File: config.mk
export PLATFORM = sky130hd
export DESIGN_NAME = draining_unit_counter
export DESIGN_NICKNAME = d
export VERILOG_FILES = /design/src/rtl/draining_pkg.sv /design/src/rtl/draining_unit_counter_digit.sv /design/src/rtl/draining_unit_counter.sv
export SDC_FILE = /design/constraint.sdc
export NUM_CORES = 1
export LEC_CHECK = 0
export ABC_CLOCK_PERIOD_IN_PS = 4750
export CELL_PAD_IN_SITES_DETAIL_PLACEMENT = 1
export CELL_PAD_IN_SITES_GLOBAL_PLACEMENT = 2
export CORE_UTILIZATION = 28
export CTS_BUF_LIST = sky130_fd_sc_hd__clkbuf_8
export CTS_CLUSTER_DIAMETER = 100
export CTS_CLUSTER_SIZE = 40
export DETAILED_ROUTE_END_ITERATION = 10
export PLACE_DENSITY_LB_ADDON = 0.1
export REMOVE_ABC_BUFFERS = 1
export SYNTH_ARGS = -nofsm -noshare
export SYNTH_HDL_FRONTEND = slang
export SYNTH_SLANG_ARGS = --single-unit
File: constraint.sdc
create_clock -name clk -period 4.75 [get_ports clk]
set_input_delay 0.95 -clock clk [delete_from_list [all_inputs] [get_ports clk]]
set_output_delay 0.95 -clock clk [all_outputs]
set_load 0.03 [all_outputs]
File: src/rtl/draining_pkg.sv
// Shared BCD types and helpers for the draining unit counter.
package draining_pkg;

    localparam int BCD_W = 4;
    localparam logic [BCD_W-1:0] BCD_MAX = 4'd9;

    typedef logic [BCD_W-1:0] bcd_t;

    function automatic logic bcd_valid(bcd_t d);
        return d <= BCD_MAX;
    endfunction

endpackage

File: src/rtl/draining_unit_counter_digit.sv
// One BCD down-counting digit: load, decrement, 0 -> 9 with borrow out.
module bcd_down_digit
    import draining_pkg::*;
(
    input  logic clk,
    input  logic reset_n,
    input  logic load,
    input  bcd_t load_digit,
    input  logic dec_in,
    output bcd_t digit,
    output logic borrow_out
);

    bcd_t digit_q;
    bcd_t digit_d;

    always_comb begin
        digit_d = digit_q;
        if (load) begin
            digit_d = load_digit;
        end else if (dec_in) begin
            digit_d = (digit_q == 4'd0) ? BCD_MAX : digit_q - 4'd1;
        end
    end

    always_ff @(posedge clk) begin
        if (!reset_n) begin
            digit_q <= 4'd0;
        end else begin
            digit_q <= digit_d;
        end
    end

    assign digit      = digit_q;
    assign borrow_out = dec_in & (digit_q == 4'd0);

endmodule

File: src/rtl/draining_unit_counter.sv
// BCD down-counter of drained volume with pulse synchronizer and empty flag.
// Define DRAINING_WRAP_EN to wrap 0 -> all nines instead of saturating.
module draining_unit_counter
    import draining_pkg::*;
#(
    parameter int DIGITS      = 2,
    parameter int SYNC_STAGES = 2
) (
    input  logic                  clk,
    input  logic                  reset_n,
    input  logic                  pulse,
    input  logic                  load,
    input  logic [4*DIGITS-1:0]   load_value,
    output logic [4*DIGITS-1:0]   count,
    output logic                  empty,
    output logic                  borrow,
    output logic                  load_error
);

    localparam logic [4*DIGITS-1:0] ONE = (4*DIGITS)'(1);

    logic [SYNC_STAGES-1:0] sync_q, sync_d;
    logic edge_q, edge_d;
    logic dec_q, dec_d;
    logic empty_q, empty_d;
    logic borrow_q, borrow_d;
    logic load_error_q, load_error_d;

    logic load_valid;
    logic load_ok;
    logic dec_eff;
    logic dec_digits;
    logic zero;
    logic [DIGITS:0] chain;

    always_comb begin
        load_valid = 1'b1;
        for (int i = 0; i < DIGITS; i++) begin
            if (!bcd_valid(load_value[i*BCD_W +: BCD_W])) begin
                load_valid = 1'b0;
            end
        end
    end

    assign load_ok = load & load_valid;
    assign zero    = (count == '0);
    // A strobe arriving with any load (accepted or not) is dropped.
    assign dec_eff = dec_q & ~load;

`ifdef DRAINING_WRAP_EN
    assign dec_digits = dec_eff;
`else
    assign dec_digits = dec_eff & ~zero;
`endif

    assign chain[0] = dec_digits;

    for (genvar g = 0; g < DIGITS; g++) begin : g_digit
        bcd_down_digit u_digit (
            .clk        (clk),
            .reset_n    (reset_n),
            .load       (load_ok),
            .load_digit (load_value[g*BCD_W +: BCD_W]),
            .dec_in     (chain[g]),
            .digit      (count[g*BCD_W +: BCD_W]),
            .borrow_out (chain[g+1])
        );
    end

    always_comb begin
        sync_d       = {sync_q[SYNC_STAGES-2:0], pulse};
        edge_d       = sync_q[SYNC_STAGES-1];
        dec_d        = sync_q[SYNC_STAGES-1] & ~edge_q;
        borrow_d     = (dec_eff & zero) | chain[DIGITS];
        load_error_d = load & ~load_valid;
        if (load_ok) begin
            empty_d = (load_value == '0);
        end else if (dec_digits) begin
            empty_d = (count == ONE);
        end else begin
            empty_d = zero;
        end
    end

    always_ff @(posedge clk) begin
        if (!reset_n) begin
            sync_q       <= '1;
            edge_q       <= 1'b1;
            dec_q        <= 1'b0;
            empty_q      <= 1'b1;
            borrow_q     <= 1'b0;
            load_error_q <= 1'b0;
        end else begin
            sync_q       <= sync_d;
            edge_q       <= edge_d;
            dec_q        <= dec_d;
            empty_q      <= empty_d;
            borrow_q     <= borrow_d;
            load_error_q <= load_error_d;
        end
    end

    assign empty      = empty_q;
    assign borrow     = borrow_q;
    assign load_error = load_error_q;

endmodule
# --- Yosys cells after proc, flatten, opt, wreduce, memory -nomap -nowiden ---
# Index checks and enable logic that the tools add are counted.
word_totals:
  wordCells: 42
  output_inout_bits: 11
  register_bits: 15
op_classes:
  n_reduce_logical: 6
  addsub: 2
  n_eq_ne: 1
  n_bitwise: 13
  mux: 10
  magnitude_cmp: 2
op_table:
  columns: ["cell", "count"]
  rows:
  - ["4-bit two-way mux", 6]
  - ["8-bit zero test", 2]
  - ["1-bit AND", 8]
  - ["8-bit by 1-bit equality test with 1-bit output, second input constant", 1]
  - ["4-bit <= comparator, second input constant", 2]
  - ["4-bit zero test", 2]
  - ["4-bit by 1-bit subtractor with 4-bit output, second input constant", 2]
  - ["1-bit two-way mux", 4]
  - ["1-bit inverter", 4]
  - ["2-bit nonzero test", 2]
  - ["1-bit bitwise OR", 1]

# --- Logic depth before layout (Yosys ltp) ---
# Gate-level depths: netlist of run 1.
depth:
  depth_word: 6
  ltp_mapped: 5

# --- Hierarchy ---
# From an unflattened synthesis of run 1, not the netlist that was laid out.
hier_totals:
  cells_unflattened: 75
  area_unflattened_um2: 708.2
modules_own_cells:
  columns: ["mod", "seq_area_each_um2", "area_per_inst_um2", "n_inst", "cells_per_inst"]
  rows:
  - ["bcd_down_digit", 80.1, 210.2, 2, 23]
  - ["draining_unit_counter", 140.1, 287.8, 1, 29]

# --- Least setup slack after synthesis of run 1 ---
# Ideal clock, no wire load.
synth_timing:
  path_type: "input to register"
  from: "in load"
  to: "reg g_digit[1].u_digit.digit_q[2]"
  t_arrival_ps: 2387
  stages: 5
  path_buffers: 1
  t_required_ps: 4662
  slack_ps: 2275
  path_cell_list: "or3b_1 buf_2 or4_4 or3b_1 a311oi_2"
synth_between:
  elab_chain_cells: 5
synth_lines:
  columns: ["element", "line_no", "text"]
  rows:
  - ["start: declaration", "draining_unit_counter.sv:12", "input logic load,"]
  - ["1-bit inverter", "draining_unit_counter.sv:48", "assign dec_eff = dec_q & ~load;"]
  - ["1-bit AND", "draining_unit_counter.sv:48", null]
  - ["1-bit AND", "draining_unit_counter.sv:53", "assign dec_digits = dec_eff & ~zero;"]
  - ["1-bit AND", "draining_unit_counter_digit.sv:35", "assign borrow_out = dec_in & (digit_q == 4'd0);"]
  - ["2-bit nonzero test (no line)", null, null]
  - ["end signal: assignment", "draining_unit_counter_digit.sv:30", "digit_q <= digit_d;"]
  - ["end: declaration", "draining_unit_counter_digit.sv:14", "bcd_t digit_q;"]
# Several ways; a longest one is shown, not always the timed one.
# A chain may end at the register's enable or synchronous reset.

# --- Final worst setup path of run 1 ---
# Same ends and word-level chain as after synthesis.

==> impl_metrics.toml, run 1 <==
[sta]
holdWs_ps = 394.6
worst_slew_pin_slew_ps = 696.2
slew_viol_final = 0
final-hold-violation-count = 0
rsz0062_at_grt = "no"
finalCritPeriodShare_pct = 58.64
finalSetupViolCount = 0
fin_setup_tns_ps = 0
finalCriticalPeriod_ps = 2786
max_clock_freq_mhz = 359.0
max-slew-margin-rel_pct = 53.16
clock_skew_ps = 3.331

[clocking]
cts_buffers = 3
cts_resized = 0
path_clk_slew_ps = 70
h-tree-depth = 1
cts_tree = "yes"
cts.sinks = 15
postCtsHoldBufs = 0
cts_setup_buffers = 0
cts_max_path_buffers = 2
clk_latency_ps = 250
cts_root_buffer = "clkbuf_8"

[power_and_ir_drop]
powerDensity_mw_per_mm2 = 328.3
power.switching_mw = 0.09897
p_leak_nw = 0.3332
p_int_mw = 0.2230
combPwrFrac_pct = 21.3
clockPowerShare_pct = 34.3
ir_drop_v = 0.0001898
finalPower_mw = 0.3220
netSwitchingFraction_pct = 30.74
p_seq_share_pct = 44.4

[synth]
synth_top_area_cell = "dfxtp_1"
synth.avg_cell_area_um2 = 8.986
yosys_warnings = 0
yosysSeqAreaShare_pct = 43.40
synth-compound-area-share_pct = 21.70
synth_top_family_by_area = "simple AND/OR/NAND/NOR gates"
syn_inst = 77
synth-seq-cells = 15
synth-adder-area-share_pct = 0
ys_types = 32
synthXorXnorAreaFrac_pct = 0
synth.top_cells.by_area = "dfxtp_1 (43%), o21ai_0 (5.1%), nor2_1 (3.8%)"
synthMuxAreaShare_pct = 1.447
synth_top_area_share_pct = 43.40
netlist_area_um2 = 691.9
synth_simple_gate_area_share_pct = 31.10

[floorplan]
coreArea_mm2 = 0.002276
die_y_um = 51.71
rows = 17
ioPinCount = 23
dieArea_mm2 = 0.002674
fp.dieW_um = 51.71
initial_core_util_pct = 30.40

[layout]
multi_input_area_um2 = 375.4
stdcell_count = 128
drive_above_1_share_pct = 7.000
seq_area_um2 = 300.3
nets = 113
final_area_um2 = 980.9
most-common-layout-cells = "clkdlybuf4s50_1 (22), dfxtp_1 (15), o21ai_0 (7), nor2_1 (7), nand2_1 (5)"
n_fill_cell = 266
n_antenna_cell = 0
area_delta_synth_final_pct = 41.77
final_common_cell = "clkdlybuf4s50_1"

[grt]
antenna_found_initial = 0
grt_pass1_wl_um = 3174
grt.total_usage_pct = 16.37
grt_overflow = 0
grt_pass1_vias = 657
grt_start_max_net_pins = 19

[setup_path]
cp.arrival_ps = 2950
startpoint_type = "input port"
worst-r2r-setup-slack_ps = 2760
r2r-end = "g_digit[1].u_digit.digit[2]"
crit_path_end_kind = "register"
crit_type = "in2reg"
cp_data_required_time_ps = 4920
r2r_cells = 4
critPathMaxFanout = 7
rr_startpoint = "g_digit[0].u_digit.digit[0]"

[placed_design]
placedCellCount = 124
gp_congestion = 0.7552
dpl.hpwl_um = 1478
postPlaceCellArea_um2 = 934.6
io_buffers = 22

[min_path]
whs_path_depth = 1
hold_end = "dec_q"
min-delay-start = "edge_q"
hold_path_class = "reg2reg"

[routing]
first_iter_violations = 4
drc = 0
ant_nets = 0
wl_per_cell_um = 15.94
routed_via_density = 5.602
wirelength_um = 2040
vias = 717
dr.pass1.iters = 4

[outcome]
status = "finished clean"

[flow_run]
cap_violations = 0
## cells by family (layout without fill, tap and decap cells)
family                 Yosys count  count (layout)
buffers and inverters            4              27
DFF                             15              15
AOI/OAI and AO/OA               20              20
and+or+nand+nor                 37              37
muxes                            1               1
## metal layers
metal	track usage, %	up-vias	wire, µm
met5	0	-	0
met4	5.405	0	0
met2	27.27	15	974
met3	2.632	0	54
met1	21.31	358	1011
li1	-	344	-
## state kept, by name (all words and copies together) (netlist names)
register               count
borrow                     1
dec_q                      1
edge_q                     1
empty                      1
g_digit.u_digit.digit      8
load_error                 1
sync_q                     2
## worst max-delay path, stage by stage
cell and delay, ps:
clkdlybuf4s50_1 480, or3b_1 490, or4_4 460, or3b_1 380, a311oi_2 190
## final cells by class
class / instances / share of cell area [%]
clock inverter: 1 / 0.5102
timing repair buffer: 22 / 22.45
multi-input combinational: 58 / 38.27
clock buffer: 3 / 4.209
sequential: 15 / 30.61
inverter: 1 / 0.3827
tap: 28 / 3.571
## cell usage after synthesis
library cell,number
a211oi_1,1
a21oi_1,1
a311oi_1,3
a311oi_2,1
buf_2,1
clkbuf_1,2
dfxtp_1,15
inv_1,1
mux2i_1,1
nand2_1,5
nand2b_1,3
nand3_1,3
nand3b_1,1
nand4_1,1
nor2_1,7
nor2b_1,1
nor3_1,3
nor3b_1,2
nor4_1,4
o2111a_1,1
o2111ai_1,1
o211a_1,1
o211ai_1,2
o21ai_0,7
o31ai_1,1
o41ai_1,1
or2b_1,1
or3_1,1
or3_4,1
or3b_1,2
or4_1,1
or4_4,1
## per-stage QoR
step	util [%]	setup WS, ps
final	43.10	1964
after global routing	43.10	1884
after CTS	43.10	1977
after detailed placement	41.07	1709
after global placement	41.07	1745
after floorplan	-	2311
## power groups by stage
| stage | clock network [mW] | logic, mW | registers [mW] |
|---|---|---|---|
| 6_report | 0.110 | 0.0687 | 0.143 |
| 3_5_place_dp | 0 | 0.0688 | 0.146 |
| 5_1_grt | 0.118 | 0.0739 | 0.144 |
| 2_1_floorplan | 0 | 0.0242 | 0.156 |
| 4_1_cts | 0.111 | 0.0693 | 0.143 |
| 3_3_place_gp | 0 | 0.0687 | 0.145 |
## worst max path at each step
stage / startpoint / to / cells past startpoint
2_1_floorplan: load / g_digit[1].u_digit.digit[2] / 4
3_3_place_gp: load / g_digit[1].u_digit.digit[2] / 5
4_1_cts: load / g_digit[1].u_digit.digit[2] / 5
3_5_place_dp: load / g_digit[1].u_digit.digit[2] / 5
6_report: load / g_digit[1].u_digit.digit[2] / 5
5_1_grt: load / g_digit[1].u_digit.digit[2] / 5
Power figures use the tool's default switching activity.
==> run 2, diff against run 1 <==
Settings changed: ABC_CLOCK_PERIOD_IN_PS 4750 to 2700, CORE_UTILIZATION 28 to 26.
Clock period 4.75 ns to 2.7 ns, I/O delays scaled along.
==> run 2 against run 1 <==
Compared with the run above: first-iteration DRC count rose by 75%; register-to-register slack worse by 2000 ps; non-clock buffer count grew 4; largest cell class unchanged; highest routed layer is now met4.
==> impl_metrics.toml, run 2 (synthesized netlist as in run 1, its figures left out) <==
[outcome]
status = "finished clean"

[clocking]
cts_buffers = 3
h-tree-depth = 1
cts_tree = "yes"
path_clk_slew_ps = 70
cts_max_path_buffers = 2
clk_latency_ps = 250
cts_setup_buffers = 0
cts_resized = 0
cts.sinks = 15
cts_root_buffer = "clkbuf_8"
postCtsHoldBufs = 0

[flow_run]
cap_violations = 0

[power_and_ir_drop]
p_leak_nw = 0.3510
powerDensity_mw_per_mm2 = 553.4
ir_drop_v = 0.0003579
finalPower_mw = 0.5609

[floorplan]
rows = 18
dieArea_mm2 = 0.002871
fp.dieW_um = 53.59
coreArea_mm2 = 0.002500
die_y_um = 53.59
ioPinCount = 23
initial_core_util_pct = 27.68

[grt]
grt_start_max_net_pins = 11
antenna_found_initial = 0
grt_overflow = 0
grt.total_usage_pct = 16.34
grt_pass1_wl_um = 3208
grt_pass1_vias = 656

[sta]
fin_setup_tns_ps = 0
slew_viol_final = 0
finalWorstSetupSlack_ps = 427.4
rsz0062_at_grt = "no"
holdWs_ps = 393.9
worst_slew_pin_slew_ps = 547.7
finalSetupViolCount = 0
max_clock_freq_mhz = 440.0
final-hold-violation-count = 0
clock_skew_ps = 2.977
finalCriticalPeriod_ps = 2273
finalCritPeriodShare_pct = 84.17
max-slew-margin-rel_pct = 63.15

[setup_path]
critPathMaxFanout = 5
cp.arrival_ps = 2440
cp_data_required_time_ps = 2870
crit_path_end_kind = "register"
crit_type = "in2reg"
startpoint_type = "input port"

[placed_design]
placedCellCount = 130
gp_congestion = 0.7390
place_ws_ps = 166.5
dpl.hpwl_um = 1499
io_buffers = 22

[routing]
drc = 0
vias = 693
routed_via_density = 5.172
wl_per_cell_um = 14.61
wirelength_um = 1958
first_iter_violations = 7
dr.pass1.iters = 4
ant_nets = 0

[layout]
n_antenna_cell = 0
final_common_cell = "clkdlybuf4s50_1"
stdcell_count = 134
largest_reg_flops = 8
area_delta_synth_final_pct = 46.47
drive_above_1_share_pct = 10.58
n_fill_cell = 298
multi_input_area_um2 = 375.4
most-common-layout-cells = "clkdlybuf4s50_1 (22), dfxtp_1 (15), o21ai_0 (7), nor2_1 (7), nand2_1 (5)"
nets = 117
seq_area_um2 = 300.3

[min_path]
hold_path_class = "reg2reg"
-- run 2: worst paths after layout --
path	from	to	slack (ps)	cells past startpoint
setup reg to reg	g_digit[0].u_digit.digit[1]	g_digit[1].u_digit.digit[2]	720	4
setup / recovery	load	g_digit[1].u_digit.digit[2]	430	5
hold reg to reg	edge_q	dec_q	390	1
hold / removal	edge_q	dec_q	390	1
-- run 2: critical path, stage by stage --
cell and delay, ps:
clkdlybuf4s50_1 470, or3b_1 410, or4_4 450, or3b_1 380, a311oi_2 190
-- run 2: layout make-up --
| type | instances | area share (%) |
|---|---|---|
| multi-input cells | 58 | 37.04 |
| inverters | 1 | 0.3704 |
| flip-flops and latches | 15 | 29.63 |
| clock inverters | 1 | 0.4938 |
| clock buffers | 3 | 4.074 |
| well taps | 30 | 3.704 |
| repair buffers | 26 | 24.69 |
-- run 2: metrics by stage --
step | cell area, µm² | util [%]
after floorplan | 679.4 | -
after global placement | 967.2 | 38.69
after detailed placement | 967.2 | 38.69
after CTS | 1013 | 40.54
after global routing | 1013 | 40.54
final | 1013 | 40.54
-- run 2: metal layers --
| metal | global-route usage, % | vias up | wire [µm] |
|---|---|---|---|
| li1 | - | 352 | - |
| met3 | 5.932 | 2 | 68 |
| met1 | 20.85 | 322 | 988 |
| met2 | 25.42 | 17 | 882 |
| met5 | 0 | - | 0 |
| met4 | 5.263 | 0 | 19 |
-- run 2: power breakdown --
group	internal, mW	leakage (nW)	total, mW	switching (mW)
Clock	0.102	0.0255	0.186	0.0839
Combinational	0.0586	0.202	0.124	0.0658
Sequential	0.235	0.123	0.250	0.0154
Total	0.396	0.351	0.561	0.165
==> run 3, diff against run 2 <==
Settings changed: ABC_CLOCK_PERIOD_IN_PS 2700 to 2000, CORE_UTILIZATION 26 to 24.
Clock period 2.7 ns to 2 ns, I/O delays scaled along.
==> run 3 against run 2 <==
Compared with the run above: non-clock buffer count rose by 8; sequential cell count did not move; clock-buffer cell count did not move; via count rose by 7.4%.
==> impl_metrics.toml, run 3 (synthesized netlist as in run 1, its figures left out) <==
[layout]
seq_area_um2 = 300.3
area_delta_synth_final_pct = 55.51
drive_above_1_share_pct = 17.86
n_fill_cell = 312
stdcell_count = 143
most-common-layout-cells = "clkdlybuf4s50_1 (21), dfxtp_1 (15), buf_4 (12)"
finalCoreUtilization_pct = 39.36
n_antenna_cell = 0
largest_reg_flops = 8
nets = 125
final_area_mm2 = 0.001076
final_common_cell = "clkdlybuf4s50_1"
multi_input_area_um2 = 377.9

[routing]
ant_nets = 0
routed_via_density = 5.203
met1Wirelength_um = 1099
wirelength_um = 2220
dr.max_layer_used = "met4"
wl_per_cell_um = 15.52
wl_met2_um = 1008
first_iter_violations = 22
dr_wl_met3_um = 96
drc = 0
dr.pass1.iters = 4
vias = 744

[outcome]
status = "finished clean"

[sta]
max-slew-margin-rel_pct = 56.45
finalSetupViolCount = 0
max_clock_freq_mhz = 525.9
final-hold-violation-count = 0
finalCritPeriodShare_pct = 95.08
worst_slew_pin_slew_ps = 647.3
holdWs_ps = 391.9
clock_skew_ps = 1.363
fin_setup_tns_ps = 0
finalCriticalPeriod_ps = 1902
slew_viol_final = 0
rsz0062_at_grt = "no"

[floorplan]
dieArea_mm2 = 0.003102
coreArea_mm2 = 0.002734
die_y_um = 55.70
initial_core_util_pct = 25.31
fp.dieW_um = 55.70
ioPinCount = 23
rows = 19

[clocking]
h-tree-depth = 1
cts_max_path_buffers = 2
clk_latency_ps = 250
cts_tree = "yes"
cts_buffers = 3
path_clk_slew_ps = 60
cts_root_buffer = "clkbuf_8"
cts.sinks = 15
postCtsHoldBufs = 0

[setup_path]
worst-r2r-setup-slack_ps = 110
cp_data_required_time_ps = 2160
critPathMaxStageDelay_ps = 420
r2r_cells = 4
startpoint = "load"
startpoint_type = "input port"
crit_path_end_kind = "register"
critPathMaxFanout = 2
crit_chain = "dlygate4sd2_1 -> or3b_4 -> or4_4 -> or3b_1 -> a311oi_2"
r2r-end = "g_digit[1].u_digit.digit[2]"
rr_startpoint = "g_digit[0].u_digit.digit[2]"
crit_slowest_cell = "or4_4"
cp.arrival_ps = 2060
crit_type = "in2reg"

[min_path]
whs_path_depth = 1
hold_end = "dec_q"
min-delay-start = "edge_q"
hold_path_class = "reg2reg"

[power_and_ir_drop]
ir_drop_v = 0.0003768
p_leak_nw = 0.3950
powerDensity_mw_per_mm2 = 721.8

[grt]
antenna_found_initial = 0
grt.total_usage_pct = 15.65
grt_overflow = 0
grt_start_max_net_pins = 19
grt_pass1_wl_um = 3622
grt_pass1_vias = 709

[placed_design]
postPlaceCellArea_mm2 = 0.001021
io_buffers = 22
dpl.hpwl_um = 1660
gp_congestion = 0.7323
placedCellCount = 138

[flow_run]
cap_violations = 0
[run 3: changes by cell type in the layout (fill, tap and decap cells not counted), sizes merged]
cell	delta
dlygate4sd2	+1
buf	+8
clkdlybuf4s50	-1
[run 3: cell type report]
| cell class | count | area share [%] |
|---|---|---|
| Clock buffer | 3 | 3.837 |
| Sequential cell | 15 | 27.91 |
| Inverter | 1 | 0.3488 |
| Timing Repair Buffer | 34 | 28.72 |
| Multi-Input combinational cell | 58 | 35.12 |
| Clock inverter | 1 | 0.4651 |
| Tap cell | 31 | 3.605 |
[run 3: power breakdown]
group,switching (mW),internal (mW)
registers,0.0135,0.317
clock network,0.110,0.138
logic,0.106,0.0923
total,0.229,0.547
[run 3: what timing repair did]
action,in CTS,in global routing
pin swaps,3,2
resized for setup,2,0
endpoints found under the setup margin,1,1
buffers inserted,0,1
endpoints found under the hold margin,0,0
[run 3: per-stage QoR]
| step | worst slack [ps] | power (mW) |
|---|---|---|
| after CTS | 18.52 | 0.7860 |
| final | 98.50 | 0.7767 |
| after global placement | -277.9 | 0.5295 |
| after detailed placement | -301.2 | 0.5320 |
| after global routing | 56.69 | 0.8264 |
| after floorplan | 3.361 | 0.4285 |
[run 3: per-layer routing]
| layer | vias up | track usage (%) |
|---|---|---|
| li1 | 367 | - |
| met1 | 356 | 20.69 |
| met2 | 19 | 24.44 |
| met3 | 2 | 4.419 |
| met4 | 0 | 5.357 |
| met5 | - | 0 |
[run 3: worst max path at each step]
| stage | slack (ps) | endpoint | cells past startpoint |
|---|---|---|---|
| 3_3_place_gp | -280 | g_digit[1].u_digit.digit[2] | 5 |
| 5_1_grt | 60 | g_digit[1].u_digit.digit[2] | 4 |
| 2_1_floorplan | 3 | g_digit[1].u_digit.digit[2] | 4 |
| 6_report | 100 | g_digit[1].u_digit.digit[2] | 5 |
| 3_5_place_dp | -300 | g_digit[1].u_digit.digit[2] | 5 |
| 4_1_cts | 20 | g_digit[1].u_digit.digit[2] | 4 |
[run 3: critical path: cells and delay by family]
kind / cells / cell delay [ps]
buffers and inverters: 1 / 240
AND/OR/NAND/NOR: 3 / 1220
AO/OA/AOI/OAI: 1 / 200
